[config.mk]
export PLATFORM = sky130hd
export DESIGN_NAME = wrapper_game_mux
export DESIGN_NICKNAME = d
export VERILOG_FILES = /design/src/rtl/wrapper_pkg.sv /design/src/rtl/wrapper_debounce.sv /design/src/rtl/wrapper_game_mux.sv
export SDC_FILE = /design/constraint.sdc
export NUM_CORES = 1
export LEC_CHECK = 0
export CAP_MARGIN = 25
export CELL_PAD_IN_SITES_DETAIL_PLACEMENT = 0
export CELL_PAD_IN_SITES_GLOBAL_PLACEMENT = 1
export CORE_MARGIN = 2
export CORE_UTILIZATION = 49
export CTS_BUF_LIST = sky130_fd_sc_hd__clkbuf_8
export CTS_CLUSTER_SIZE = 28
export DETAILED_ROUTE_END_ITERATION = 12
export PLACE_DENSITY = 0.89
export SLEW_MARGIN = 25
export SYNTH_ARGS = -nofsm -noshare
export SYNTH_HDL_FRONTEND = slang
export SYNTH_SLANG_ARGS = --single-unit
[constraint.sdc]
create_clock -name clk -period 4.9 [get_ports clk]
set_input_delay 0.49 -clock clk [delete_from_list [all_inputs] [get_ports clk]]
set_output_delay 0.49 -clock clk [all_outputs]
set_load 0.1 [all_outputs]
[src/rtl/wrapper_pkg.sv]
// Shared types, widths and helpers for the game-wrapper layer.
package wrapper_pkg;

    localparam int unsigned MAX_GAMES = 4;
    localparam int unsigned ACT_W     = 2;
    localparam int unsigned FRM_W     = 4;

    typedef enum logic [1:0] {
        RUN     = 2'd0,
        WAIT_VS = 2'd1,
        BLANK   = 2'd2
    } state_e;

    // Round-robin successor of idx among n cores.
    function automatic logic [ACT_W-1:0] next_idx(input logic [ACT_W-1:0] idx,
                                                  input int unsigned      n);
        if (32'(idx) + 32'd1 >= n) return '0;
        return idx + ACT_W'(1);
    endfunction

endpackage

[src/rtl/wrapper_debounce.sv]
// Button conditioner: 2-flop synchronizer, level debounce, one-cycle rising-edge pulse.
module wrapper_debounce #(
    parameter int unsigned DEB_CYCLES = 65536
) (
    input  logic clk,
    input  logic reset,
    input  logic btn,
    output logic pulse
);

    localparam int unsigned CNT_W = $clog2(DEB_CYCLES + 1);

    logic [1:0]       sync_q;
    logic             stable_q;
    logic [CNT_W-1:0] cnt_q;

    // A new level is accepted only after it differs from the stable level for DEB_CYCLES cycles.
    always_ff @(posedge clk or posedge reset) begin
        if (reset) begin
            sync_q   <= '0;
            stable_q <= 1'b0;
            cnt_q    <= '0;
            pulse    <= 1'b0;
        end else begin
            sync_q <= {sync_q[0], btn};
            pulse  <= 1'b0;
            if (sync_q[1] == stable_q) begin
                cnt_q <= '0;
            end else if (cnt_q == CNT_W'(DEB_CYCLES - 1)) begin
                cnt_q    <= '0;
                stable_q <= sync_q[1];
                pulse    <= sync_q[1];
            end else begin
                cnt_q <= cnt_q + CNT_W'(1);
            end
        end
    end

endmodule

[src/rtl/wrapper_game_mux.sv]
// Frame-synchronous VGA/key ownership scheduler for up to four game cores.
// Optional: WRAPPER_GAME_MUX_HOLD_RESET_EN holds every non-owning core in reset.
module wrapper_game_mux
    import wrapper_pkg::*;
#(
    parameter int unsigned NUM_GAMES    = 2,
    parameter int unsigned DEB_CYCLES   = 65536,
    parameter int unsigned BLANK_FRAMES = 2,
    parameter int unsigned VS_TIMEOUT   = 1048576,
    parameter bit          SYNC_POL     = 1'b1
) (
    input  logic                   clk,
    input  logic                   reset,
    input  logic [3:0]             keys,
    input  logic                   next_btn,
    input  logic [NUM_GAMES-1:0]   core_hsync,
    input  logic [NUM_GAMES-1:0]   core_vsync,
    input  logic [3*NUM_GAMES-1:0] core_rgb,
    output logic [4*NUM_GAMES-1:0] core_keys,
    output logic [NUM_GAMES-1:0]   core_reset,
    output logic                   hsync,
    output logic                   vsync,
    output logic [2:0]             rgb,
    output logic [1:0]             active
);

    localparam int unsigned TO_W      = $clog2(VS_TIMEOUT + 1);
    localparam int unsigned RGB_ALL_W = 3 * MAX_GAMES;
    localparam int unsigned KEY_W     = 4 * NUM_GAMES;

    state_e               state_q, state_d;
    logic [ACT_W-1:0]     active_q, active_d;
    logic [FRM_W-1:0]     frm_cnt_q;
    logic [TO_W-1:0]      to_cnt_q;
    logic                 vs_s_q, vs_d_q;
    logic                 req_c, edge_c, switch_c;
    logic [MAX_GAMES-1:0] hs_all, vs_all;
    logic [RGB_ALL_W-1:0] rgb_all;
    logic [2:0]           rgb_arr [MAX_GAMES];
    logic                 hsync_d, vsync_d;
    logic [2:0]           rgb_d;
    logic [KEY_W-1:0]     keys_d;

    wrapper_debounce #(.DEB_CYCLES(DEB_CYCLES)) u_next_deb (
        .clk   (clk),
        .reset (reset),
        .btn   (next_btn),
        .pulse (req_c)
    );

    // Pad core buses to four slots so a 2-bit owner index never selects out of range.
    assign hs_all  = MAX_GAMES'(core_hsync);
    assign vs_all  = MAX_GAMES'(core_vsync);
    assign rgb_all = RGB_ALL_W'(core_rgb);
    for (genvar g = 0; g < MAX_GAMES; g++) begin : g_rgb
        assign rgb_arr[g] = rgb_all[3*g +: 3];
    end

    assign edge_c = vs_s_q & ~vs_d_q;
    assign active = active_q;

    always_ff @(posedge clk or posedge reset) begin
        if (reset) begin
            state_q  <= RUN;
            active_q <= '0;
        end else begin
            state_q  <= state_d;
            active_q <= active_d;
        end
    end

    always_comb begin
        state_d  = state_q;
        active_d = active_q;
        switch_c = 1'b0;
        case (state_q)
            RUN: begin
                if (req_c) state_d = WAIT_VS;
            end
            WAIT_VS: begin
                if (edge_c || to_cnt_q == TO_W'(VS_TIMEOUT - 1)) begin
                    switch_c = 1'b1;
                    active_d = next_idx(active_q, NUM_GAMES);
                    state_d  = BLANK;
                end
            end
            BLANK: begin
                if (edge_c && frm_cnt_q == FRM_W'(BLANK_FRAMES - 1)) state_d = RUN;
            end
            default: state_d = RUN;
        endcase
    end

    always_comb begin
        hsync_d = hs_all[active_q];
        vsync_d = vs_all[active_q];
        rgb_d   = rgb_arr[active_q];
        keys_d  = KEY_W'(keys) << {active_q, 2'b00};
        if (state_q == BLANK) begin
            rgb_d  = '0;
            keys_d = '0;
        end
    end

    // Edge detector reloads with the incoming core's level on the switch so no stale edge is seen.
    always_ff @(posedge clk or posedge reset) begin
        if (reset) begin
            vs_s_q    <= 1'b0;
            vs_d_q    <= 1'b0;
            frm_cnt_q <= '0;
            to_cnt_q  <= '0;
            hsync     <= ~SYNC_POL;
            vsync     <= ~SYNC_POL;
            rgb       <= '0;
            core_keys <= '0;
        end else begin
            if (switch_c) begin
                vs_s_q <= (vs_all[active_d] == SYNC_POL);
                vs_d_q <= (vs_all[active_d] == SYNC_POL);
            end else begin
                vs_s_q <= (vs_all[active_q] == SYNC_POL);
                vs_d_q <= vs_s_q;
            end
            if (switch_c) frm_cnt_q <= '0;
            else if (state_q == BLANK && edge_c) frm_cnt_q <= frm_cnt_q + FRM_W'(1);
            if (state_q == WAIT_VS && !switch_c) to_cnt_q <= to_cnt_q + TO_W'(1);
            else to_cnt_q <= '0;
            hsync     <= hsync_d;
            vsync     <= vsync_d;
            rgb       <= rgb_d;
            core_keys <= keys_d;
        end
    end

`ifdef WRAPPER_GAME_MUX_HOLD_RESET_EN
    always_ff @(posedge clk or posedge reset) begin
        if (reset) core_reset <= '1;
        else       core_reset <= ~(NUM_GAMES'(1) << active_d);
    end
`else
    assign core_reset = {NUM_GAMES{reset}};
`endif

endmodule

* Yosys cells after proc, flatten, opt, wreduce, memory -nomap -nowiden *
Cells that the tools add are included.
W data, S select, Z words.

storage, ports and cells
  register bits after elaboration = 65

cells by class
  $add $sub $neg = 5
  order comparisons = 4
  eq/ne operators = 9
  shift operators = 1
  muxes and demuxes = 33
  bitwise operators = 4
  reductions and logical operators = 9

operator list
  kind                     count
  $mux W17                 2
  $add A21 B1 Y21 const B  1
  $eq A21 B20 Y1 const B   1
  $mux W21                 1
  $add A17 B1 Y17 const B  1
  $eq A17 B16 Y1 const B   1
  $mux W2                  7
  $mux W1                  12
  $mux W3                  3
  $mux W4                  2
  $mux W8                  1
  $shl A4 B4 Y8            1
  $bmux W1 S2              3
  $bmux W3 S2              1
  $lt A2 B3 Y1 const B     2
  $pmux W2 S3              1
  $add A4 B1 Y4 const B    1
  $eq A4 B1 Y1 const B     1
  $ne A2 B2 Y1 const B     2
  $add A2 B1 Y3 const B    1
  $ge A3 B2 Y1 const B     1
  $ge A3 B3 Y1 const B     1
  $logic_and A1 B1 Y1      3
  $not A2 Y3               1
  13 further kinds         14

* Logic depth before layout (Yosys ltp) *
Gate-level depths: netlist (run 1).

  word-level depth = 11
  mapped depth = 7
  gate-level depth less buffers = 6

* Modules after synthesis *
From an unflattened synthesis (run 1), not the netlist that was laid out.

second synthesis, totals
  cell total of the unflattened synthesis = 285
  area, all modules = 3051.7 um2

by module, submodules not included
  module            instances  cells each  area an instance (um2)  seq. area each (um2)
  wrapper_game_mux  1          191         2080.7                  1101.1
  wrapper_debounce  1          94          970.9                   525.5

* Worst setup path before layout (run 1) *
Ideal clock, no wire load.

  path type = flip-flop to flip-flop
  start point = register to_cnt_q[0]
  end point = register vs_s_q
  data arrival time = 1.810 ns
  slack = 2.966 ns
  cell stages (with the launch flop) = 7
  clock period less this slack = 1.934 ns
  path through = dfrtp_1 > ha_1 > nand4_1 > nor3_4 > a31o_2 > mux2_2 > a211o_1

between the ends
  longest elaborated chain between the ends = 7
  elaborated cells on any way between the ends = 9
  classes of those cells = eq/ne (1); mux (7); reduce/logical (1)

RTL lines
  item                           RTL line                 source
  start, declared                wrapper_game_mux.sv:34   logic [TO_W-1:0] to_cnt_q;
  start signal, assigned         wrapper_game_mux.sv:126  if (state_q == WAIT_VS && !switch_c) to_cnt_q <= to_cnt_q + TO_W'(1);
  $eq A21 B20 Y1 *               wrapper_game_mux.sv:81   if (edge_c || to_cnt_q == TO_W'(VS_TIMEOUT - 1)) begin
  $logic_or A1 B1 Y1 *           wrapper_game_mux.sv:81
  $mux W2                        wrapper_game_mux.sv:81
  $mux W2                        wrapper_game_mux.sv:76   case (state_q)
  $bmux W1 S2                    wrapper_game_mux.sv:118  vs_s_q <= (vs_all[active_d] == SYNC_POL);
  $mux W1 (implied by the code)  wrapper_game_mux.sv:118
  $mux W1 *                      wrapper_game_mux.sv:117  if (switch_c) begin
  end signal, assigned           wrapper_game_mux.sv:118
  end signal, assigned           wrapper_game_mux.sv:121  vs_s_q <= (vs_all[active_q] == SYNC_POL);
  end, declared                  wrapper_game_mux.sv:35   logic vs_s_q, vs_d_q;

Mark *: on every way between the ends. The rest lies on a longest branch, timed or not. The select of a mux whose other input is x is not followed.
A chain may end at the register's enable or synchronous reset.

* Worst setup path after layout (run 1) *
  start point = register active_q[0], in the netlist active[0]
  end point = output active[0]

RTL lines
  item                    RTL line                source
  start, declared         wrapper_game_mux.sv:32  logic [ACT_W-1:0] active_q, active_d;
  start signal, assigned  wrapper_game_mux.sv:68  active_q <= active_d;
  end, declared           wrapper_game_mux.sv:24  output logic [1:0] active

No word-level cell between the ends.

==> impl_metrics.env, run 1 <==
export IMPL_p_leak_nw=1.56
export IMPL_worst_r2r_setup_slack_ps=2670
export IMPL_seq_area_frac_synth_pct=55.8
export IMPL_cpMaxStageDelayCell="clkdlybuf4s50_1"
export IMPL_cp_top_family="buffers and inverters"
export IMPL_setup_tns_ps=0
export IMPL_clk_latency_ps=340
export IMPL_place_area_um2=3300
export IMPL_yosysMostFrequentCell="dfrtp_1"
export IMPL_core_um2=5820
export IMPL_postLayoutCellArea_um2=3480
export IMPL_power_density_nw_per_um2=297
export IMPL_cts_clk_slew_worst_paths_ps=70
export IMPL_tightest_slew_ps=981
export IMPL_grt_pass1_wl_um=8280
export IMPL_routed_wl_um=4720
export IMPL_hold_buffers=0
export IMPL_fmax_ghz=0.369
export IMPL_setup_violations=0
export IMPL_yosys_area_share_xor_xnor_pct=10.8
export IMPL_syn_avg_cell_area_um2=11.0
export IMPL_hold_end="u_next_deb.sync_q[1]$_DFF_PP0_"
export IMPL_diodes=0
export IMPL_grt_pass1_vias=1848
export IMPL_row_count=28
export IMPL_dr_pass1_iters=4
export IMPL_drive_gt1_share_pct=10.7
export IMPL_antenna_found_initial=0
export IMPL_initial_core_util_pct=50.1
export IMPL_die_y_um=81.1
export IMPL_ir_drop_uv=243
export IMPL_slew_headroom_pct=34.4
export IMPL_numPortBuffers=33
export IMPL_synth_edf_count=0
export IMPL_power_total_mw=1.04
export IMPL_stdcell_count=383
export IMPL_grt_overflow=0
export IMPL_ys_ff_latch=65
export IMPL_vias=1911
export IMPL_drt_iter0_drc=71
export IMPL_netlist_area_um2=2910
export IMPL_layout_nets=324
export IMPL_grt_start_max_net_pins=66
export IMPL_drv_cap=0
export IMPL_critPathBufInv=1
export IMPL_grt_use_total_pct=16.7
export IMPL_worstPathArrival_ps=2220
export IMPL_end_kind="output pin"
export IMPL_place_gp_congestion=0.732
export IMPL_critPathMaxFanout=15
export IMPL_synth_simple_area_share_pct=23.9
export IMPL_wl_per_cell_um=12.3
export IMPL_fin_crit_sh_pct=55.3
export IMPL_r2r_end="vs_s_q$_DFF_PP0_"
export IMPL_synth_top_cell_area_share_pct=55.8
export IMPL_yosysTopAreaCell="dfrtp_1"
export IMPL_cts_buffers=9
export IMPL_rsz0062_at_grt="no"
export IMPL_critical_path_cell_chain="clkdlybuf4s50_1"
export IMPL_synth_compound_area_share_pct=1.76
export IMPL_cts_htree_levels=3
export IMPL_critPathMaxStageDelay_ps=1230
export IMPL_pre_cts_ws_ps=2260
export IMPL_setup_ws_ps=2190
export IMPL_ys_flop_type="dfrtp_1"
export IMPL_netlist_instances=264
export IMPL_synth_top_family_by_area="simple AND/OR/NAND/NOR gates"
export IMPL_path_class="reg -> out"
export IMPL_async_reset_ff_share_pct=100
export IMPL_area_delta_synth_final_pct=19.5
export IMPL_hold_violations=0
export IMPL_postRouteAntennaNets=0
export IMPL_cts_buffer_depth=2
export IMPL_required_ps=4410
export IMPL_place_hpwl_um=3180
export IMPL_io_pin_count=34
export IMPL_synthTopCellsByCount="dfrtp_1 (65), nor2_1 (54), xor2_1 (26)"
export IMPL_status="finished clean"
export IMPL_dieArea_um2=6580
export IMPL_cts_resized=0
export IMPL_r2r_start="to_cnt_q[0]$_DFF_PP0_"
export IMPL_dp_cells=367
export IMPL_synth_mux_area_share_pct=3.69
export IMPL_clockRootBuffer="clkbuf_8"
export IMPL_cts_tree="built"
export IMPL_min_delay_start="u_next_deb.sync_q[0]$_DFF_PP0_"
export IMPL_synth_area_top_cells="dfrtp_1 (56%), xor2_1 (7.8%), nor2_1 (7.0%)"
export IMPL_clock_sinks=65
export IMPL_post_cts_buffers=0
export IMPL_yosysUniqueCellTypes=39
export IMPL_hold_class="reg -> reg"
export IMPL_skew_ps=7.88
export IMPL_r2r_cells=6
export IMPL_final_max_slew_viol_count=0
export IMPL_fin_util_pct=59.9
export IMPL_min_path_cells=0
export IMPL_whs_ps=353
export IMPL_die_x_um=81.1
export IMPL_period_needed_ps=2710
export IMPL_synthesis_nets=285
export IMPL_drc=0
export IMPL_ys_warn_count=0
export IMPL_yosys_area_share_adder_pct=1.72
export IMPL_critical_path_startpoint_type="flip-flop"
export IMPL_vias_per_cell=4.99
power by group:
part           switching, mW  internal, mW  leakage [nW]
combinational         0.0557        0.0249         0.590
clock                  0.209         0.198        0.0922
sequential           0.00447         0.544         0.876
cell usage in the layout, fill, tap and decap left out, types with 3 or more instances in the layout:
cell | netlist | final
mux2i_1 | 7 | 7
clkbuf_8 | 0 | 10
nor2b_1 | 3 | 3
nand2b_1 | 4 | 4
dfrtp_1 | 65 | 65
ha_1 | 4 | 4
and3_2 | 3 | 3
inv_1 | 4 | 3
nor2_1 | 54 | 54
and2_1 | 5 | 5
nand3_1 | 16 | 16
and3_1 | 8 | 8
xor2_1 | 26 | 26
xnor2_1 | 10 | 10
nand4_1 | 8 | 8
clkdlybuf4s50_1 | 0 | 33
clkinv_4 | 0 | 3
nand2_1 | 15 | 15
state kept, by name (all words and copies together), names as in the netlist:
| name | cells |
|---|---|
| core_keys | 8 |
| hsync | 1 |
| u_next_deb.pulse | 1 |
| vs_d_q | 1 |
| u_next_deb.cnt_q | 17 |
| u_next_deb.sync_q | 2 |
| vsync | 1 |
| u_next_deb.stable_q | 1 |
| rgb | 3 |
| frm_cnt_q | 4 |
| to_cnt_q | 21 |
| active | 2 |
| state_q | 2 |
| vs_s_q | 1 |
how the worst max path moves through the flow:
stage                                   start  cells after the start             endpoint  slack (ps)
after CTS                 active[0]$_DFF_PP0_                      1            active[0]        2150
after floorplan                         reset                      1  active[0]$_DFF_PP0_        2780
after detailed placement                reset                      2        core_reset[0]        2260
after global placement                  reset                      2        core_reset[1]        2270
after global routing      active[0]$_DFF_PP0_                      1            active[0]        2080
final                     active[0]$_DFF_PP0_                      1            active[0]        2190
cells by family after synthesis:
logic type | count (synthesis)
AND/OR/NAND/NOR | 131
flip-flops | 65
XOR/XNOR | 36
buffers and inverters | 11
multiplexers | 10
AO/OA/AOI/OAI | 7
adder cells (fa/ha/maj) | 4
cell type report:
| cell class | instances | area, um^2 |
|---|---|---|
| Sequential cell | 65 | 1630 |
| Clock inverter | 6 | 43.8 |
| Timing Repair Buffer | 35 | 345 |
| Inverter | 4 | 15.0 |
| Tap cell | 75 | 93.8 |
| Fill cell | 512 | 2330 |
| Clock buffer | 10 | 138 |
| Multi-Input combinational cell | 188 | 1220 |
per-layer routing:
| metal | global-route usage (%) | vias up | wire length (um) |
|---|---|---|---|
| li1 | - | 961 | - |
| met1 | 22.8 | 913 | 2300 |
| met2 | 24.4 | 32 | 2170 |
| met3 | 6.78 | 5 | 184 |
| met4 | 5.08 | 0 | 58 |
| met5 | 0 | - | 0 |
Note: power is estimated with default switching activity, not from simulation.
==> run 2, diff against run 1 <==
--- a/config.mk
+++ b/config.mk
@@ -9,11 +9,11 @@
 export CELL_PAD_IN_SITES_DETAIL_PLACEMENT = 0
 export CELL_PAD_IN_SITES_GLOBAL_PLACEMENT = 1
 export CORE_MARGIN = 2
-export CORE_UTILIZATION = 49
+export CORE_UTILIZATION = 46
 export CTS_BUF_LIST = sky130_fd_sc_hd__clkbuf_8
 export CTS_CLUSTER_SIZE = 28
 export DETAILED_ROUTE_END_ITERATION = 12
-export PLACE_DENSITY = 0.89
+export PLACE_DENSITY = 0.84
 export SLEW_MARGIN = 25
 export SYNTH_ARGS = -nofsm -noshare
 export SYNTH_HDL_FRONTEND = slang
==> constraint.sdc (replaced) <==
create_clock -name clk -period 2.75 [get_ports clk]
set_input_delay 0.275 -clock clk [delete_from_list [all_inputs] [get_ports clk]]
set_output_delay 0.275 -clock clk [all_outputs]
set_load 0.1 [all_outputs]
==> run 2 against run 1 <==
Compared with the run above: setup slack got worse by 1700 ps; sequential power increased by 78%; clock power increased by 79%; combinational power increased by 79%; final cell count increased by 0.26%; core utilization decreased by 2.3 points; count of clock-buffer cells in the layout increased by 2; cell area decreased by 0.43%; critical path type is now reg -> reg; die area increased by 6.2%; sequential share of layout area increased by 0.20 points.
==> impl_metrics.env, run 2 (synthesis gave the netlist of run 1 again) <==
export IMPL_worst_r2r_setup_slack_ps=510
export IMPL_post_cts_buffers=0
export IMPL_diodes=0
export IMPL_critical_path_startpoint_type="flip-flop"
export IMPL_sequentialPowerShare_pct=52.9
export IMPL_p_sw_share_pct=23.9
export IMPL_vias_per_cell=5.01
export IMPL_clk_latency_ps=320
export IMPL_power_density_nw_per_um2=533
export IMPL_wl_per_cell_um=12.5
export IMPL_drive_gt1_share_pct=16.2
export IMPL_status="finished clean"
export IMPL_postRouteAntennaNets=0
export IMPL_combPwrFrac_pct=7.8
export IMPL_p_leak_nw=1.60
export IMPL_antenna_found_initial=0
export IMPL_clockRootBuffer="clkbuf_8"
export IMPL_drv_cap=0
export IMPL_slew_headroom_pct=67.2
export IMPL_clock_sinks=65
export IMPL_setup_tns_ps=0
export IMPL_core_um2=6030
export IMPL_hold_class="in -> async"
export IMPL_die_x_um=83.6
export IMPL_reg_top3="to_cnt_q (21), u_next_deb.cnt_q (17), core_keys (8)"
export IMPL_fmax_ghz=0.446
export IMPL_cts_htree_levels=3
export IMPL_grt_start_max_net_pins=39
export IMPL_layout_commonest_cell="dfrtp_1"
export IMPL_grt_pass1_vias=1935
export IMPL_initial_core_util_pct=48.4
export IMPL_layout_nets=326
export IMPL_cts_clk_slew_worst_paths_ps=70
export IMPL_fin_crit_sh_pct=81.6
export IMPL_drc=0
export IMPL_pre_cts_ws_ps=484
export IMPL_dieArea_um2=6990
export IMPL_final_max_slew_viol_count=0
export IMPL_period_needed_ps=2240
export IMPL_cts_buffer_depth=2
export IMPL_p_clk_share_pct=39.3
export IMPL_rsz0062_at_grt="no"
export IMPL_place_hpwl_um=3340
export IMPL_critPathMaxFanout=12
export IMPL_hold_buffers=0
export IMPL_setup_ws_ps=507
export IMPL_critPathBufInv=0
export IMPL_dr_pass1_iters=4
export IMPL_r2r_end="vs_s_q$_DFF_PP0_"
export IMPL_grt_use_total_pct=15.2
export IMPL_top_register="to_cnt_q"
export IMPL_critPathMaxStageDelay_ps=380
export IMPL_p_int_mw=1.40
export IMPL_numPortBuffers=33
export IMPL_setup_violations=0
export IMPL_tightest_slew_ps=488
export IMPL_worstPathArrival_ps=2450
export IMPL_place_gp_congestion=0.781
export IMPL_drt_iter0_drc=72
export IMPL_path_class="reg -> reg"
export IMPL_cts_resized=0
export IMPL_cpMaxStageDelayCell="dfrtp_1"
export IMPL_largest_reg_flops=21
export IMPL_vias=1924
export IMPL_grt_pass1_wl_um=8650
export IMPL_ir_drop_uv=418
export IMPL_io_pin_count=34
export IMPL_row_count=28
export IMPL_switchingPower_mw=0.442
export IMPL_die_y_um=83.6
export IMPL_critical_path_cell_chain="ha_1, nand4_1, nor3_4, a31o_2, mux2_2, a211o_1"
export IMPL_r2r_start="to_cnt_q[0]$_DFF_PP0_"
export IMPL_cts_buffers=9
export IMPL_end_kind="flip-flop"
export IMPL_area_delta_synth_final_pct=19.0
export IMPL_grt_overflow=0
export IMPL_skew_ps=8.16
export IMPL_required_ps=2960
export IMPL_power_total_mw=1.85
export IMPL_hold_violations=0
export IMPL_routed_wl_um=4800
export IMPL_cts_tree="built"
export IMPL_r2r_cells=6
export IMPL_cp_top_family="compound AO/OA/AOI/OAI gates"
export IMPL_final_cell_mix="dfrtp_1 (65), nor2_1 (54), xor2_1 (26)"
[run 2: cell count changes in the layout (fill, tap and decap cells not counted)]
cell	change
clkbuf_8	+2
clkinv_4	-3
buf_4	+18
buf_12	+1
clkinv_2	-1
clkdlybuf4s50_1	-17
inv_1	+1
[run 2: per-layer routing]
layer	vias to the layer above	global-route usage [%]	share of wire, %
li1	963	-	-
met1	928	20.1	48
met2	31	23.8	47
met3	2	5.14	3.9
met4	0	4.40	0.60
met5	-	0	0
[run 2: how the worst max path moves through the flow]
stage	from	end	cells past startpoint
global placement	to_cnt_q[0]$_DFF_PP0_	vs_s_q$_DFF_PP0_	6
floorplan	to_cnt_q[0]$_DFF_PP0_	vs_s_q$_DFF_PP0_	6
finish	to_cnt_q[0]$_DFF_PP0_	vs_s_q$_DFF_PP0_	6
detailed placement	to_cnt_q[0]$_DFF_PP0_	vs_s_q$_DFF_PP0_	6
global route	to_cnt_q[0]$_DFF_PP0_	vs_s_q$_DFF_PP0_	6
CTS	to_cnt_q[0]$_DFF_PP0_	vs_s_q$_DFF_PP0_	6
[run 2: power groups by stage]
stage	Combinational (mW)	Clock, mW	Sequential, mW
floorplan	0.0475	0	1.04
global placement	0.146	0	0.995
detailed placement	0.148	0	0.995
CTS	0.148	0.751	0.977
global route	0.157	0.794	0.978
finish	0.144	0.726	0.977
[run 2: per-stage QoR]
step | area, um^2 | hold WS, ps | cells | utilization, %
after floorplan | 2910 | 306 | 264 | -
after detailed placement | 3290 | 335 | 369 | 54.5
after CTS | 3470 | 262 | 384 | 57.6
after global placement | 3290 | 334 | 369 | 54.5
final | 3470 | 263 | 384 | 57.6
after global routing | 3470 | 289 | 384 | 57.6
[run 2: worst reg2reg max path: cells and delay by family, from the launching register on]
family / cells / cell delay (ps)
AOI/OAI and AO/OA: 2 / 640
and+or+nand+nor: 2 / 480
DFF: 1 / 380
muxes: 1 / 370
adders and majority gates: 1 / 260
[run 2: cell type report]
cell class,count,area [um^2]
Clock buffer,12,165
Timing Repair Buffer,37,330
Sequential cell,65,1630
Fill cell,541,2560
Tap cell,75,93.8
Clock inverter,3,16.3
Inverter,4,15.0
Multi-Input combinational cell,188,1220
==> run 3, diff against run 2 <==
==> constraint.sdc (replaced) <==
create_clock -name clk -period 2.2 [get_ports clk]
set_input_delay 0.22 -clock clk [delete_from_list [all_inputs] [get_ports clk]]
set_output_delay 0.22 -clock clk [all_outputs]
set_load 0.1 [all_outputs]
==> run 3 against run 2 <==
Compared with the run above: critical path depth unchanged; hold slack worse by 75 ps; cell area up 0.22%; setup slack worse by 290 ps; clock skew up 6.8 ps; maximum frequency up 13%; core utilization up 0.12 points; power up 28%; die area unchanged; register-to-register slack worse by 290 ps; wire length up 0.71%; non-clock buffer count unchanged.
==> impl_metrics.env, run 3 (synthesis gave the netlist of run 1 again) <==
export IMPL_critPathBufInv=0
export IMPL_worstPathArrival_ps=2200
export IMPL_cts_clk_slew_worst_paths_ps=70
export IMPL_clk_latency_ps=340
export IMPL_reg_top3="to_cnt_q (21), u_next_deb.cnt_q (17), core_keys (8)"
export IMPL_hold_violations=0
export IMPL_cts_htree_levels=3
export IMPL_critPathMaxStageDelay_ps=390
export IMPL_fill_cells=541
export IMPL_clock_sinks=65
export IMPL_drv_cap=0
export IMPL_power_density_nw_per_um2=682
export IMPL_status="finished clean"
export IMPL_setup_tns_ps=0
export IMPL_final_max_slew_viol_count=0
export IMPL_critical_path_startpoint_type="flip-flop"
export IMPL_grt_pass1_wl_um=8720
export IMPL_place_area_um2=3290
export IMPL_grt_pass1_vias=1988
export IMPL_pre_cts_ws_ps=218
export IMPL_postLayoutCellArea_um2=3480
export IMPL_skew_ps=15.0
export IMPL_final_cell_mix="dfrtp_1 (65), nor2_1 (54), xor2_1 (26)"
export IMPL_post_cts_buffers=0
export IMPL_drive_gt1_share_pct=15.8
export IMPL_cts_buffer_depth=2
export IMPL_ir_drop_uv=357
export IMPL_largest_reg_flops=21
export IMPL_worstSetupStartpoint="to_cnt_q[0]$_DFF_PP0_"
export IMPL_place_hpwl_um=3280
export IMPL_vias=1947
export IMPL_cts_resized=0
export IMPL_die_y_um=83.6
export IMPL_hold_buffers=0
export IMPL_cpMaxStageDelayCell="dfrtp_1"
export IMPL_io_pin_count=34
export IMPL_dieArea_um2=6990
export IMPL_power_total_mw=2.37
export IMPL_fin_util_pct=57.7
export IMPL_worst_r2r_setup_slack_ps=220
export IMPL_initial_core_util_pct=48.4
export IMPL_layout_nets=326
export IMPL_place_gp_congestion=0.773
export IMPL_setup_ws_ps=220
export IMPL_cts_buffers=9
export IMPL_required_ps=2420
export IMPL_diodes=0
export IMPL_antenna_found_initial=0
export IMPL_fmax_ghz=0.505
export IMPL_r2r_cells=6
export IMPL_core_um2=6030
export IMPL_tightest_slew_ps=543
export IMPL_layout_commonest_cell="dfrtp_1"
export IMPL_routed_wl_um=4830
export IMPL_critPathMaxFanout=5
export IMPL_area_delta_synth_final_pct=19.3
export IMPL_dr_pass1_iters=4
export IMPL_vias_per_cell=5.06
export IMPL_r2r_end="vs_s_q$_DFF_PP0_"
export IMPL_cp_top_family="compound AO/OA/AOI/OAI gates"
export IMPL_row_count=28
export IMPL_clockRootBuffer="clkbuf_8"
export IMPL_drc=0
export IMPL_setup_violations=0
export IMPL_rsz0062_at_grt="no"
export IMPL_die_x_um=83.6
export IMPL_critical_path_cell_chain="ha_1, nand4_1, nor3_4, a31o_2, mux2_2, a211o_1"
export IMPL_numPortBuffers=33
export IMPL_wl_per_cell_um=12.6
export IMPL_hold_class="in -> async"
export IMPL_period_needed_ps=1980
export IMPL_grt_use_total_pct=15.5
export IMPL_slew_headroom_pct=63.8
export IMPL_fin_crit_sh_pct=90.0
export IMPL_p_leak_nw=1.61
export IMPL_grt_start_max_net_pins=56
export IMPL_top_register="to_cnt_q"
export IMPL_grt_overflow=0
export IMPL_postRouteAntennaNets=0
export IMPL_end_kind="flip-flop"
export IMPL_drt_iter0_drc=81
export IMPL_cts_tree="built"
export IMPL_r2r_start="to_cnt_q[0]$_DFF_PP0_"
export IMPL_path_class="reg -> reg"
[run 3: changes by cell type in the layout (fill, tap and decap cells not counted), sizes merged]
cell,before,now
clkbuf,12,10
inv,5,7
bufinv,0,1
clkinv,1,2
clkinvlp,1,0
[run 3: worst reg2reg max path, stage by stage, from the launching register on]
cell and delay [ps]:
dfrtp_1 390, ha_1 260, nand4_1 180, nor3_4 220, a31o_2 200, mux2_2 330, a211o_1 290
[run 3: worst max path at each step]
stage / to / slack (ps) / depth (start not counted)
after floorplan: vs_s_q$_DFF_PP0_ / 270 / 6
after global placement: vs_s_q$_DFF_PP0_ / 280 / 6
after detailed placement: vs_s_q$_DFF_PP0_ / 220 / 6
after CTS: vs_s_q$_DFF_PP0_ / 210 / 6
after global routing: vs_s_q$_DFF_PP0_ / 80 / 6
final: vs_s_q$_DFF_PP0_ / 220 / 6
[run 3: per-stage QoR]
stage               cells  hold WS (ps)
floorplan             264           251
global placement      369           334
detailed placement    369           339
CTS                   385           184
global route          385           208
finish                385           188
[run 3: area by class of cell]
| cell class | instances | area (um^2) | area share [%] |
|---|---|---|---|
| Sequential cell | 65 | 1630 | 46.8 |
| Timing Repair Buffer | 37 | 330 | 9.50 |
| Multi-Input combinational cell | 188 | 1220 | 35.1 |
| Inverter | 4 | 15.0 | 0.432 |
| Clock buffer | 10 | 138 | 3.96 |
| Clock inverter | 6 | 51.3 | 1.48 |
| Tap cell | 75 | 93.8 | 2.70 |
[run 3: where the power goes]
group | switching (mW) | internal [mW]
clock | 0.432 | 0.538
sequential | 0.00957 | 1.21
combinational | 0.126 | 0.0545
[run 3: layer usage]
layer | vias up | share of wire, % | global-route usage (%)
li1 | 971 | - | -
met1 | 932 | 48 | 19.0
met2 | 40 | 46 | 24.3
met3 | 4 | 5.6 | 6.73
met4 | 0 | 0.56 | 6.16
met5 | - | 0 | 0
